$ cat src/rtl/bar_row_encoder_if.sv
// Note handoff from the bar row encoder to the tone generator.
// Valid/ready handshake carrying a 4-bit note code.
interface bar_row_encoder_if;
  logic [3:0] note_code;
  logic       note_valid;
  logic       note_ready;

  modport master (
    output note_code,
    output note_valid,
    input  note_ready
  );

  modport slave (
    input  note_code,
    input  note_valid,
    output note_ready
  );
endinterface

$ cat src/rtl/bar_row_encoder.sv
// Tracks the VGA line stream by strobes and reports the keyboard bar row.
// Captures a key hit on a note row and hands its code to the tone generator.
module bar_row_encoder #(
  parameter int TOP       = 15,
  parameter int BAND_H    = 32,
  parameter int NUM_BANDS = 15
) (
  input  logic        clk,
  input  logic        reset,
  input  logic        frame_start,
  input  logic        line_strobe,
  input  logic        key_hit,
  output logic [3:0]  band_idx,
  output logic        in_band,
  output logic [10:0] row_flags,
  output logic        hit_dropped,
  bar_row_encoder_if.master note
);

  typedef enum logic [1:0] {
    IDLE,
    TOP_MARGIN,
    BANDS,
    BOTTOM
  } state_t;

  localparam logic [4:0] TOP_LAST  = (TOP > 0) ? 5'(TOP - 1) : 5'd0;
  localparam logic [4:0] LINE_LAST = 5'(BAND_H - 1);
  localparam logic [3:0] BAND_LAST = 4'(NUM_BANDS - 1);

  state_t     state, state_n;
  logic [4:0] line_cnt, line_n;
  logic [3:0] band_cnt, band_n;
  logic       in_n;
  logic [4:0] row_n, row_cur;
  logic       accept, capture, drop;

  // Returns {is_note_row, note_code}; gap bands give 0.
  function automatic logic [4:0] row_of(input logic [3:0] b);
    case (b)
      4'd0:    return 5'h10;
      4'd2:    return 5'h11;
      4'd3:    return 5'h12;
      4'd5:    return 5'h13;
      4'd6:    return 5'h14;
      4'd7:    return 5'h15;
      4'd9:    return 5'h16;
      4'd10:   return 5'h17;
      4'd12:   return 5'h18;
      4'd13:   return 5'h19;
      4'd14:   return 5'h1a;
      default: return 5'h00;
    endcase
  endfunction

  always_comb begin
    state_n = state;
    line_n  = line_cnt;
    band_n  = band_cnt;
    if (frame_start) begin
      line_n  = '0;
      band_n  = '0;
      state_n = (TOP == 0) ? BANDS : TOP_MARGIN;
    end else if (line_strobe) begin
      case (state)
        TOP_MARGIN: begin
          if (line_cnt == TOP_LAST) begin
            state_n = BANDS;
            line_n  = '0;
            band_n  = '0;
          end else begin
            line_n = line_cnt + 5'd1;
          end
        end
        BANDS: begin
          if (line_cnt == LINE_LAST) begin
            line_n = '0;
            if (band_cnt == BAND_LAST) begin
              state_n = BOTTOM;
              band_n  = '0;
            end else begin
              band_n = band_cnt + 4'd1;
            end
          end else begin
            line_n = line_cnt + 5'd1;
          end
        end
        default: ;
      endcase
    end
  end

  // Outputs are registered from the next-state view of the line.
  assign in_n  = (state_n == BANDS);
  assign row_n = row_of(band_n);

  assign row_cur = row_of(band_idx);
  assign accept  = note.note_valid && note.note_ready;
  assign capture = key_hit && (row_flags != '0)
                   && (!note.note_valid || accept);
  assign drop    = key_hit && note.note_valid && !accept;

  always_ff @(posedge clk) begin
    if (reset) begin
      state     <= IDLE;
      line_cnt  <= '0;
      band_cnt  <= '0;
      band_idx  <= '0;
      in_band   <= 1'b0;
      row_flags <= '0;
    end else begin
      state     <= state_n;
      line_cnt  <= line_n;
      band_cnt  <= band_n;
      band_idx  <= in_n ? band_n : 4'd0;
      in_band   <= in_n;
      row_flags <= (in_n && row_n[4]) ? (11'd1 << row_n[3:0]) : 11'd0;
    end
  end

  always_ff @(posedge clk) begin
    if (reset) begin
      note.note_code  <= '0;
      note.note_valid <= 1'b0;
      hit_dropped     <= 1'b0;
    end else begin
      if (capture) begin
        note.note_code  <= row_cur[3:0];
        note.note_valid <= 1'b1;
      end else if (accept) begin
        note.note_valid <= 1'b0;
      end
      if (frame_start)
        hit_dropped <= 1'b0;
      else if (drop)
        hit_dropped <= 1'b1;
    end
  end

endmodule
$ cat src/flat_wrapper.sv
// flat-port wrapper written by rule: the top's interface ports become plain ports
module bar_row_encoder_flat 
#(
  parameter int TOP       = 15,
  parameter int BAND_H    = 32,
  parameter int NUM_BANDS = 15
)
  (clk, reset, frame_start, line_strobe, key_hit, band_idx, in_band, row_flags, hit_dropped, note_note_code, note_note_valid, note_note_ready);
  bar_row_encoder_if note_i ();
  input  logic clk;
  input  logic reset;
  input  logic frame_start;
  input  logic line_strobe;
  input  logic key_hit;
  output logic [3:0] band_idx;
  output logic in_band;
  output logic [10:0] row_flags;
  output logic hit_dropped;
  output wire logic [$bits(note_i.note_code)-1:0] note_note_code;
  output wire logic [$bits(note_i.note_valid)-1:0] note_note_valid;
  input wire logic [$bits(note_i.note_ready)-1:0] note_note_ready;
  assign note_note_code = note_i.note_code;
  assign note_note_valid = note_i.note_valid;
  assign note_i.note_ready = note_note_ready;
  bar_row_encoder #(.TOP(TOP), .BAND_H(BAND_H), .NUM_BANDS(NUM_BANDS)) u_core (.clk(clk), .reset(reset), .frame_start(frame_start), .line_strobe(line_strobe), .key_hit(key_hit), .band_idx(band_idx), .in_band(in_band), .row_flags(row_flags), .hit_dropped(hit_dropped), .note(note_i));
endmodule
$ cat config.mk
export PLATFORM = sky130hd
export DESIGN_NAME = bar_row_encoder_flat
export DESIGN_NICKNAME = d
export VERILOG_FILES = /design/src/rtl/bar_row_encoder_if.sv /design/src/rtl/bar_row_encoder.sv /design/src/flat_wrapper.sv
export SDC_FILE = /design/constraint.sdc
export NUM_CORES = 1
export LEC_CHECK = 0
export BUFFER_PORTS_ARGS = -buffer_cell sky130_fd_sc_hd__buf_2
export CAP_MARGIN = 20
export CORE_MARGIN = 2
export CORE_UTILIZATION = 56
export DETAILED_ROUTE_END_ITERATION = 8
export PLACE_DENSITY = 0.84
export SKIP_CTS_REPAIR_TIMING = 1
export SLEW_MARGIN = 20
export SYNTH_ARGS = -nofsm -noshare
export SYNTH_HDL_FRONTEND = slang
export SYNTH_SLANG_ARGS = --single-unit
$ cat constraint.sdc
create_clock -name clk -period 3.25 [get_ports clk]
set_input_delay 0.1625 -clock clk [delete_from_list [all_inputs] [get_ports clk]]
set_output_delay 0.1625 -clock clk [all_outputs]
set_load 0.01 [all_outputs]
==> flow_summary.yaml <==
sta:
  fin_skew_ps: 16.55
  hold_violations: 0
  slew_headroom_pct: 53.37
  tightest_slew_ps: 690.5
  hold_ws_ps: 80.06
  fmax_mhz: 331.4
  fin_crit_ps: 3017
  period_share_pct: 92.85
  rsz0062_at_grt: "no"
  setup_viol: 0
  timing.final.max_slew_violations: 0
  final.setup.tns_ps: 0
power:
  ir_drop_uv: 333.3
  p_leak_nw: 0.9135
  total_power_mw: 0.7676
  pwr_density_cell_mw_per_mm2: 368.4
finish:
  fillCellCount: 261
  layout-drive-gt1-share_pct: 22.03
  area_delta_synth_final_pct: 16.11
  final_area_mm2: 0.002083
  fin_nets: 254
  diodes: 0
  fin_util_pct: 68.24
routing:
  vias: 1624
  ant_nets: 0
  drc_errors: 0
  first_iter_violations: 62
  dr.pass1.iters: 5
  avgRoutedWirePerCell_um: 14.46
  routed_wl_um: 4050
  vias_per_cell: 5.800
critical_path:
  path_class: "flop to flop"
  worstSetupStartpointType: "flop"
  cp_max_fo: 8
  required_ps: 3520
  endpoint_kind: "flop"
  arrival_ps: 3290
clocking:
  cts_max_level: 2
  cts_buffers: 5
  cts_root_buffer: "clkbuf_4"
  clock_path_buffers: 2
  cts.sinks: 33
  worstSkewPairLatency_ps: 350
  cts_tree: "yes"
  path_clk_slew_ps: 110
logic_synthesis:
  avgSynthCellArea_um2: 8.752
  yosys_warnings: 0
  ys_dominant_reg_cell: "dfxtp_1"
  ys_ff_latch: 33
  synth_fp_nets: 224
  async_reset_ff_share_pct: 0
  ys_types: 54
  synth_area_mm2: 0.001794
  synth_edf_count: 0
  seq_area_frac_synth_pct: 36.82
  postSynthCellCount: 205
floorplan:
  die_h_um: 60.61
  boundaryPins: 28
  die_w_um: 60.61
  coreArea_mm2: 0.003053
  rows: 20
  start_util_pct: 58.77
  dieArea_mm2: 0.003673
global_routing:
  grt.total_usage_pct: 23.60
  grt_max_degree: 11
  grt_antenna_before_repair: 0
  grt_pass1_vias: 1438
  overflow: 0
  grt_pass1_wl_um: 6430
status:
  status: "finished, final reports clean"
run:
  cap_violations: 0
placement:
  dpl.hpwl_um: 2977
  place_area_mm2: 0.001967
  io_buffers: 27
  gp_congestion: 0.9686
min_path:
  hp-class: "primary input to flop"
==> per-layer routing <==
metal | vias up | track usage [%] | routed length, um
met5 | - | 0 | 0
met2 | 58 | 35.48 | 1870
met4 | 0 | 11.18 | 78
met1 | 745 | 31.23 | 1796
met3 | 11 | 6.823 | 304
li1 | 810 | - | -
==> critical path, cell delays in order (launching register included) <==
cell and delay [ps]:
dfxtp_1 390, ha_1 180, and3_1 210, ha_4 190
nand4b_1 160, nand2b_1 190, a311o_1 400, ha_4 300
inv_1 60, nand4_1 90, o32ai_1 90, a311oi_1 330
o221ai_2 190, a31oi_1 160
==> registers in the layout, summed over array words and instances (netlist names) <==
name,flops
u_core.row_flags,11
u_core.line_cnt,5
u_core.band_cnt,4
u_core.band_idx,4
u_core.note.note_code,4
u_core.state,2
u_core.hit_dropped,1
u_core.in_band,1
u_core.note.note_valid,1
==> area by class of cell <==
type	instances	area [um^2]	area share [%]
Inverter	16	65.06	3.123
Timing Repair Buffer	31	165.2	7.928
Tap cell	44	55.05	2.643
Sequential cell	33	661.9	31.77
Clock inverter	1	30.03	1.441
Multi-Input combinational cell	148	1051	50.45
Clock buffer	7	55.05	2.643
==> logic make-up after synthesis <==
logic type / share of synthesized area, %
xor+xnor: 0.9765
fa+ha+maj: 9.066
compound gates: 19.39
mux: 3.487
simple gates: 23.99
flops: 36.82
buf+inv: 6.276
==> metrics by stage <==
| step | worst slack, ps | cells |
|---|---|---|
| final | 232.5 | 280 |
| after detailed placement | 143.4 | 272 |
| after CTS | 106.3 | 280 |
| after global routing | 13.66 | 280 |
| after floorplan | 402.6 | 205 |
| after global placement | 281.6 | 272 |
==> path summary, 6_finish.rpt <==
path,startpoint,to,slack (ps),cells after the start
worst max-delay path,u_core.line_cnt[0],u_core.row_flags[6],230,13
worst min-delay path,key_hit,u_core.hit_dropped,80,3
worst max register to register,u_core.line_cnt[0],u_core.row_flags[6],230,13
worst min register to register,u_core.note.note_code[3],u_core.note.note_code[3],480,2
==> cells in the mapped netlist, drive strengths merged, types with 4 or more instances <==
cell | n | area share, %
nand3 | 6 | 1.7
nor3 | 8 | 2.5
dfxtp | 33 | 37
o21ai | 5 | 1.6
ha | 13 | 9.1
a21oi | 11 | 3.1
inv | 16 | 3.6
nor4 | 4 | 1.4
buf | 4 | 1.8
mux2i | 4 | 2.2
nand2 | 11 | 2.3
nand4 | 4 | 1.4
nor2 | 26 | 5.4
clkbuf | 4 | 0.84
==> placed cells by master, fill, tap and decap left out, drive strengths merged, types with 4 or more instances in the layout <==
cell	n
dfxtp	33
buf	31
inv	16
nand4	4
nand3	6
a21oi	11
nor3	8
mux2i	4
nand2	11
o21ai	5
nor2	26
nor4	4
ha	13
clkbuf	7
==> report_power, final <==
part / leakage (nW) / switching, mW / internal (mW) / total [mW]
registers: 0.267 / 0.00172 / 0.406 / 0.408
logic: 0.601 / 0.0191 / 0.0109 / 0.0299
clock network: 0.0455 / 0.146 / 0.184 / 0.330
Power figures use the tool's default switching activity.
